<file path="src/rtl/riscv_pkg.sv">
// Shared defaults and operand-select encoding for the operand fetch stage.
package riscv_pkg;

  localparam int XLEN_DEFAULT       = 32;
  localparam int REG_ADDR_W_DEFAULT = 5;

  typedef enum logic [1:0] {
    OPSEL_ZERO = 2'd0,
    OPSEL_RF   = 2'd1,
    OPSEL_WB   = 2'd2
  } opsel_e;

endpackage

</file>
<file path="src/rtl/operand_bypass_mux.sv">
// Per-source operand select: x0 reads as zero, optional writeback forwarding,
// otherwise register file data. Also reports a nonzero writeback index match.
module operand_bypass_mux
  import riscv_pkg::*;
#(
  parameter int XLEN       = XLEN_DEFAULT,
  parameter int REG_ADDR_W = REG_ADDR_W_DEFAULT,
  parameter bit BYPASS_EN  = 1'b0
) (
  input  logic [REG_ADDR_W-1:0] i_index,
  input  logic [XLEN-1:0]       i_rf_data,
  input  logic                  i_wb_en,
  input  logic [REG_ADDR_W-1:0] i_wb_reg,
  input  logic [XLEN-1:0]       i_wb_data,
  output logic                  o_wb_hit,
  output logic [XLEN-1:0]       o_operand
);

  opsel_e w_sel;

  assign o_wb_hit = i_wb_en && (i_wb_reg == i_index) && (i_index != '0);

  always_comb begin
    w_sel = OPSEL_RF;
    if (i_index == '0) begin
      w_sel = OPSEL_ZERO;
    end else if (BYPASS_EN && o_wb_hit) begin
      w_sel = OPSEL_WB;
    end
  end

  always_comb begin
    o_operand = i_rf_data;
    case (w_sel)
      OPSEL_ZERO: o_operand = '0;
      OPSEL_WB:   o_operand = i_wb_data;
      default:    o_operand = i_rf_data;
    endcase
  end

endmodule

</file>
<file path="src/rtl/operand_fetch_stage.sv">
// One-entry operand fetch pipeline register with load-use hazard stalling.
// OPERAND_FETCH_WB_BYPASS_EN enables writeback forwarding; otherwise a WB match stalls.
module operand_fetch_stage
  import riscv_pkg::*;
#(
  parameter int XLEN       = XLEN_DEFAULT,
  parameter int REG_ADDR_W = REG_ADDR_W_DEFAULT
) (
  input  logic                  clk,
  input  logic                  areset,
  input  logic                  Flush,
  input  logic                  In_Valid,
  output logic                  In_Ready,
  input  logic [REG_ADDR_W-1:0] In_Rs1,
  input  logic [REG_ADDR_W-1:0] In_Rs2,
  input  logic [REG_ADDR_W-1:0] In_Rd,
  input  logic                  In_Reg_Write,
  input  logic                  In_Mem_Read,
  input  logic [XLEN-1:0]       In_Imm,
  input  logic [XLEN-1:0]       In_PC,
  output logic [REG_ADDR_W-1:0] Read_Register1,
  output logic [REG_ADDR_W-1:0] Read_Register2,
  input  logic [XLEN-1:0]       Read_Data1,
  input  logic [XLEN-1:0]       Read_Data2,
  input  logic                  WB_Write_Enable,
  input  logic [REG_ADDR_W-1:0] WB_Write_Register,
  input  logic [XLEN-1:0]       WB_Write_Data,
  output logic                  Out_Valid,
  input  logic                  Out_Ready,
  output logic [XLEN-1:0]       Out_Operand1,
  output logic [XLEN-1:0]       Out_Operand2,
  output logic [XLEN-1:0]       Out_Imm,
  output logic [XLEN-1:0]       Out_PC,
  output logic [REG_ADDR_W-1:0] Out_Rd,
  output logic                  Out_Reg_Write,
  output logic                  Out_Mem_Read,
  output logic [31:0]           Stall_Count
);

`ifdef OPERAND_FETCH_WB_BYPASS_EN
  localparam bit BYPASS_EN = 1'b1;
`else
  localparam bit BYPASS_EN = 1'b0;
`endif

  logic                  r_valid;
  logic [XLEN-1:0]       r_operand1;
  logic [XLEN-1:0]       r_operand2;
  logic [XLEN-1:0]       r_imm;
  logic [XLEN-1:0]       r_pc;
  logic [REG_ADDR_W-1:0] r_rd;
  logic                  r_reg_write;
  logic                  r_mem_read;
  logic [31:0]           r_stall_count;

  logic [XLEN-1:0] w_operand1;
  logic [XLEN-1:0] w_operand2;
  logic            w_wb_hit1;
  logic            w_wb_hit2;
  logic            w_load_use;
  logic            w_wb_hazard;
  logic            w_hazard;
  logic            w_capture;
  logic            w_count_stall;

  assign Read_Register1 = In_Rs1;
  assign Read_Register2 = In_Rs2;

  operand_bypass_mux #(.XLEN(XLEN), .REG_ADDR_W(REG_ADDR_W), .BYPASS_EN(BYPASS_EN)) u_mux1 (
    .i_index   (In_Rs1),
    .i_rf_data (Read_Data1),
    .i_wb_en   (WB_Write_Enable),
    .i_wb_reg  (WB_Write_Register),
    .i_wb_data (WB_Write_Data),
    .o_wb_hit  (w_wb_hit1),
    .o_operand (w_operand1)
  );

  operand_bypass_mux #(.XLEN(XLEN), .REG_ADDR_W(REG_ADDR_W), .BYPASS_EN(BYPASS_EN)) u_mux2 (
    .i_index   (In_Rs2),
    .i_rf_data (Read_Data2),
    .i_wb_en   (WB_Write_Enable),
    .i_wb_reg  (WB_Write_Register),
    .i_wb_data (WB_Write_Data),
    .o_wb_hit  (w_wb_hit2),
    .o_operand (w_operand2)
  );

  // Load result is not available until after execute, so a dependent consumer must wait.
  assign w_load_use  = In_Valid && r_valid && r_mem_read && (r_rd != '0) &&
                       ((r_rd == In_Rs1) || (r_rd == In_Rs2));
  assign w_wb_hazard = !BYPASS_EN && In_Valid && (w_wb_hit1 || w_wb_hit2);
  assign w_hazard    = w_load_use || w_wb_hazard;

  assign In_Ready      = !areset && (Flush || (!w_hazard && (!r_valid || Out_Ready)));
  assign w_capture     = In_Valid && In_Ready && !Flush;
  assign w_count_stall = In_Valid && !Flush && w_hazard;

  always_ff @(posedge clk) begin
    if (areset) begin
      r_valid       <= 1'b0;
      r_operand1    <= '0;
      r_operand2    <= '0;
      r_imm         <= '0;
      r_pc          <= '0;
      r_rd          <= '0;
      r_reg_write   <= 1'b0;
      r_mem_read    <= 1'b0;
      r_stall_count <= '0;
    end else begin
      if (Flush) begin
        r_valid <= 1'b0;
      end else if (w_capture) begin
        r_valid     <= 1'b1;
        r_operand1  <= w_operand1;
        r_operand2  <= w_operand2;
        r_imm       <= In_Imm;
        r_pc        <= In_PC;
        r_rd        <= In_Rd;
        r_reg_write <= In_Reg_Write;
        r_mem_read  <= In_Mem_Read;
      end else if (Out_Ready) begin
        r_valid <= 1'b0;
      end
      if (w_count_stall && (r_stall_count != 32'hFFFF_FFFF)) begin
        r_stall_count <= r_stall_count + 32'd1;
      end
    end
  end

  assign Out_Valid     = r_valid;
  assign Out_Operand1  = r_operand1;
  assign Out_Operand2  = r_operand2;
  assign Out_Imm       = r_imm;
  assign Out_PC        = r_pc;
  assign Out_Rd        = r_rd;
  assign Out_Reg_Write = r_reg_write;
  assign Out_Mem_Read  = r_mem_read;
  assign Stall_Count   = r_stall_count;

endmodule

</file>
<file path="config.mk">
export PLATFORM = sky130hd
export DESIGN_NAME = operand_fetch_stage
export DESIGN_NICKNAME = d
export VERILOG_FILES = /design/src/rtl/riscv_pkg.sv /design/src/rtl/operand_bypass_mux.sv /design/src/rtl/operand_fetch_stage.sv
export SDC_FILE = /design/constraint.sdc
export NUM_CORES = 1
export LEC_CHECK = 0
export CAP_MARGIN = 40
export CORE_AREA = 2 2 143 145
export CTS_BUF_LIST = sky130_fd_sc_hd__clkbuf_8
export DETAILED_ROUTE_END_ITERATION = 8
export DIE_AREA = 0 0 145 147
export PLACE_DENSITY = 0.72
export SYNTH_ARGS = -nofsm -noshare
export SYNTH_HDL_FRONTEND = slang
export SYNTH_SLANG_ARGS = --single-unit
</file>
<file path="constraint.sdc">
create_clock -name clk -period 2.92 [get_ports clk]
set_input_delay 0.876 -clock clk [delete_from_list [all_inputs] [get_ports clk]]
set_output_delay 0.876 -clock clk [all_outputs]
set_load 0.03 [all_outputs]
</file>
# Yosys cells after proc, flatten, opt, wreduce, memory -nomap -nowiden
# Cells that the tools add are included.
# op_classes
reduce_logical	35
n_eq_ne	7
muxes	6
addsub	1
n_bitwise	1
# ops
op	n
case mux 32 bit (2 select lines)	2
adder 32 x 1 -> 32 bit, second input constant	1
!= test 32 bit, second input constant	1
equality test 5 bit	4
logical AND 1 bit	16
nonzero test 5 bit	3
logical NOT 5 bit	2
logical OR 1 bit	5
equality test 1 x 2 -> 1 bit, second input constant	2
logical NOT 1 bit	4
logical NOT 2 bit	2
2-to-1 mux 1 bit	4
AND reduction 2 bit	1
nonzero test 2 bit	1
OR reduction 2 bit	1
inverter 1 bit	1
# totals
elab_cells	59
out_inout_bits	179
input_bits	188
regBits	168

# Longest topological paths before layout
# logic_depth
depth_word	13
ltp_mapped	11
mapped_depth_nobuf	7

# Hierarchy
# From an unflattened synthesis, not the netlist that was laid out.
# hier_totals
hier_cells	801
hier_area_um2	8216.6
# modules_own_cells
module	area_per_inst_um2	cells_each	seq_area_each_um2	instances
operand_fetch_stage	7613.6	713	3363.2	1
operand_bypass_mux	301.5	44	0.0	2

# Worst setup path after synthesis
# OpenSTA, ideal clock, no wires.
# synth_path
kind	input to output
start	input In_Rs1[0]
end	output In_Ready
stages	6
setup_slack_ns	-0.158
arrival_time_ns	2.202
cell_sequence	nor3_1 nand2_1 and4_1 o21ai_4 o211ai_1 a21oi_1
# synth_via
elab_chain_cells	10
word_cells_on_any_way	14
classes_between	eq/ne (2); reduce/logical (12)
# synth_lines
item	line_no	source
start: declaration	operand_fetch_stage.sv:14	input logic [REG_ADDR_W-1:0] In_Rs1,
equality test 5 bit	operand_bypass_mux.sv:21	assign o_wb_hit = i_wb_en && (i_wb_reg == i_index) && (i_index != '0);
logical AND 1 bit (2 in series)	operand_bypass_mux.sv:21	
logical OR 1 bit	operand_fetch_stage.sv:92	assign w_wb_hazard = !BYPASS_EN && In_Valid && (w_wb_hit1 || w_wb_hit2);
logical AND 1 bit	operand_fetch_stage.sv:92	
logical OR 1 bit (*)	operand_fetch_stage.sv:93	assign w_hazard = w_load_use || w_wb_hazard;
logical NOT 1 bit (*)	operand_fetch_stage.sv:95	assign In_Ready = !areset && (Flush || (!w_hazard && (!r_valid || Out_Ready)));
logical AND 1 bit (*)	operand_fetch_stage.sv:95	
logical OR 1 bit (*)	operand_fetch_stage.sv:95	
logical AND 1 bit (*)	operand_fetch_stage.sv:95	
end: declaration	operand_fetch_stage.sv:13	output logic In_Ready,
# Every way passes the cells marked *; elsewhere a longest branch is shown, timed or not.

# Final worst setup path
# layout_path
start	input WB_Write_Register[4]
end	output In_Ready
# layout_via
elab_chain_cells	10
word_cells_on_any_way	13
classes_between	eq/ne (2); reduce/logical (11)
# layout_lines
item	line_no	source
start: declaration	operand_fetch_stage.sv:26	input logic [REG_ADDR_W-1:0] WB_Write_Register,
equality test 5 bit	operand_bypass_mux.sv:21	
logical AND 1 bit (2 in series)	operand_bypass_mux.sv:21	
logical OR 1 bit (*)	operand_fetch_stage.sv:92	
logical AND 1 bit (*)	operand_fetch_stage.sv:92	
logical OR 1 bit (*)	operand_fetch_stage.sv:93	
logical NOT 1 bit (*)	operand_fetch_stage.sv:95	
logical AND 1 bit (*)	operand_fetch_stage.sv:95	
logical OR 1 bit (*)	operand_fetch_stage.sv:95	
logical AND 1 bit (*)	operand_fetch_stage.sv:95	
# Marks and branches as above.

==> results.md <==
- Drt pass-1 iters: 4
- Initial core utilization: 36.7%
- WL per Instance: 15.5 um
- FFs w/ async S/R, synth: 0%
- Synthesis-stage register bit count: 168
- Die area: 0.0213 mm2
- Core Area: 0.0198 mm2
- # fillers: 1790
- Worst hold path type: flop to flop
- Multi-input gate area: 0.00352 mm2
- CTS root buf: clkbuf_8
- DR iter-0 viols: 291
- Met2 Use GR: 35.9%
- Slowest CP cell: and4_4
- CTS buffer count: 17
- CTS sink cnt: 168
- GRT Residual Overflow: 0
- Final Cycle Share: 102%
- Worst-path clk slew: 0.10 ns
- Sequential fraction of the synthesis area: 46.2%
- Startpoint Class: input pin
- Setup TNS: -0.0674 ns
- Final Skew: 0.0190 ns
- Residual DRC count: 0
- EDFF count, synth: 0
- Crit. End Element: output pin
- WL final: 23.0 mm
- Setup-failing EPs final: 1
- Critical path data arrival time: 2.11 ns
- Die width: 145 um
- CTS Buffer Depth: 2
- Share of layout cells above drive strength 1: 12.1%
- Crit-path max cell delay: 0.25 ns
- Total GRT Usage: 20.9%
- Worst slew pin tran: 0.725 ns
- Largest delay share family, worst path: simple AND/OR/NAND/NOR gates
- CP required: 2.04 ns
- Final-report hold violation count: 0
- Vias in the first global route: 6757
- Synth unique cells: 52
- Chip Height: 147 um
- Vias: 7107
- Boundary Pins: 367
- Status: finished with violations
- Via density: 4.81
- Crit-path cells: buf_8 -> xor2_1 -> nor3_2 -> and4_4 -> o21ai_4 -> o211ai_1 -> a21oi_2 -> buf_6
- Post-synth top flop: dfxtp_1
- Placed Area: 0.0109 mm2
- DP Wirelength: 16.5 mm
- Leak: 3.98 nW
- Std-Cell Rows: 52
- Mapped cell area: 0.00728 mm2
- GRT busiest layer: met2
- First-pass GRT wire length: 35.9 mm
- VDD IR-drop max: 0.000248 V
- Syn Inst Count: 858
- Fin crit period: 2.99 ns
- Area delta synth->final: 57.9%
- Final Net Count: 1383
- Power density cells: 445 mW/mm2
- Setup CP Type: input pin to output pin
- DRT antenna net count: 0
- CTS HTree Levels: 4
- Synth Warn #: 0
- Post-route setup slack: -0.0674 ns
- Slew Limit Fails: 0
- Met1 usage: 25.4%
- Crit-path max FO: 2
- Largest net degree at the start of global routing: 91
- Buf/Inv on CP: 2
- Total power: 5.12 mW
- Syn Area/Cell: 8.49 um2
- Initial antenna violation count: 1
- Hold buffers post-CTS: 0
- Failing checks: setup timing
- Met3 Track Usage GR: 5.81%
- Max Clk Rate: 335 MHz
- Port bufs: 334
- Final Wtd Congestion: 0.862
- TritonCTS clock tree: built
- Clk Latency, worst-skew pair: 0.45 ns
- FF/Latch Area: 0.00336 mm2
- Worst slew margin relative to its limit: 51.7%
- Syn nets: 1047
- RSZ-0062 raised after global routing: yes
- Design area: 0.0115 mm2
- Max Cap Viol: 0
cell type report:
type	instances	area share, %
Multi-Input combinational cell	608	30.6
Sequential cell	168	29.2
Inverter	8	0.261
Antenna cell	1	0.0218
Tap cell	270	2.94
Clock buffer	18	2.15
Clock inverter	14	1.38
Timing Repair Buffer	391	33.4
kinds of logic (layout without fill, tap and decap cells):
| logic type | after synthesis | in the layout | share of synthesized area (%) |
|---|---|---|---|
| AOI/OAI and AO/OA | 199 | 199 | 15.0 |
| buffers and inverters | 82 | 431 | 6.30 |
| muxes | 2 | 2 | 0.309 |
| DFF | 168 | 168 | 46.2 |
| other | 0 | 1 | 0 |
| and+or+nand+nor | 385 | 385 | 29.5 |
| xor gates and xnor gates | 21 | 21 | 2.53 |
| adders and majority gates | 1 | 1 | 0.172 |
worst paths after layout:
kind | startpoint | slack (ns) | depth (start not counted) | endpoint
setup / recovery | WB_Write_Register[4] | -0.07 | 8 | In_Ready
hold / removal | Out_Imm[9] | 0.47 | 2 | Out_Imm[9]
setup reg to reg | Out_Rd[4] | 0.37 | 11 | Stall_Count[19]
hold reg to reg | Out_Imm[9] | 0.47 | 2 | Out_Imm[9]
cells in the mapped netlist, drive strengths merged (3+ instances only):
cell,instances,area [um2]
nand2b,136,851
nor2b,3,18.8
or4,18,139
nor4,3,18.8
xnor2,11,96.3
or3,10,62.6
nor2,13,56.3
buf,38,293
inv,8,30.0
dfxtp,168,3360
nand4,15,106
o31ai,16,120
o21ai,134,682
nor3,10,71.3
nand2,88,338
clkbuf,36,136
xor2,10,87.6
nand3,75,375
and4,5,46.3
a21oi,42,210
state kept, by name (all words and copies together) (netlist names):
name	cells
Out_Reg_Write	1
Out_Rd	5
Out_Operand2	32
Out_Mem_Read	1
Out_Operand1	32
Stall_Count	32
Out_Imm	32
Out_PC	32
Out_Valid	1
where the power goes:
part | internal, mW | leakage [nW] | switching [mW]
combinational | 0.490 | 2.40 | 0.475
clock | 0.741 | 0.201 | 0.968
sequential | 2.39 | 1.37 | 0.0566
cells in the final DEF, fill, tap and decap left out, drive strengths merged, types with 11 or more instances in the layout:
cell	n
clkdlybuf4s50	307
xnor2	11
inv	16
nand4	15
nor2	13
buf	81
o21ai	134
nand2	88
dfxtp	168
nand3	75
o31ai	16
a21oi	42
clkbuf	18
nand2b	136
or4	18
worst reg2reg max path: stages (launching register included):
cell and delay, ns:
dfxtp_1 0.46, xnor2_1 0.15, nand3_1 0.12, nor3_2 0.22
o21ai_2 0.10, buf_4 0.13, buf_4 0.12, buf_4 0.12
a21o_1 0.19, buf_4 0.21, or4_1 0.51, a21oi_1 0.15
metal layers:
layer  vias up  share of wire (%)
li1       3604                  -
met1      3252                 43
met2       218                 48
met3        33                6.0
met4         0                2.1
met5         -                  0
repair_timing:
action	4_1_cts	5_1_grt
pin swaps	17	1
resized for setup	72	4
setup buffers	14	1
setup endpoints to repair	1	20
through the flow:
stage	hold WS [ns]	utilization, %	setup slack (ns)	cells
4_1_cts	0.470	57.9	-0.0342	1477
3_5_place_dp	0.452	55.2	-0.461	1431
2_1_floorplan	0.590	-	0.00279	858
3_3_place_gp	0.451	55.2	-0.452	1431
6_report	0.466	58.0	-0.0674	1478
5_1_grt	0.487	58.0	-0.0945	1478
Power figures use the tool's default switching activity.
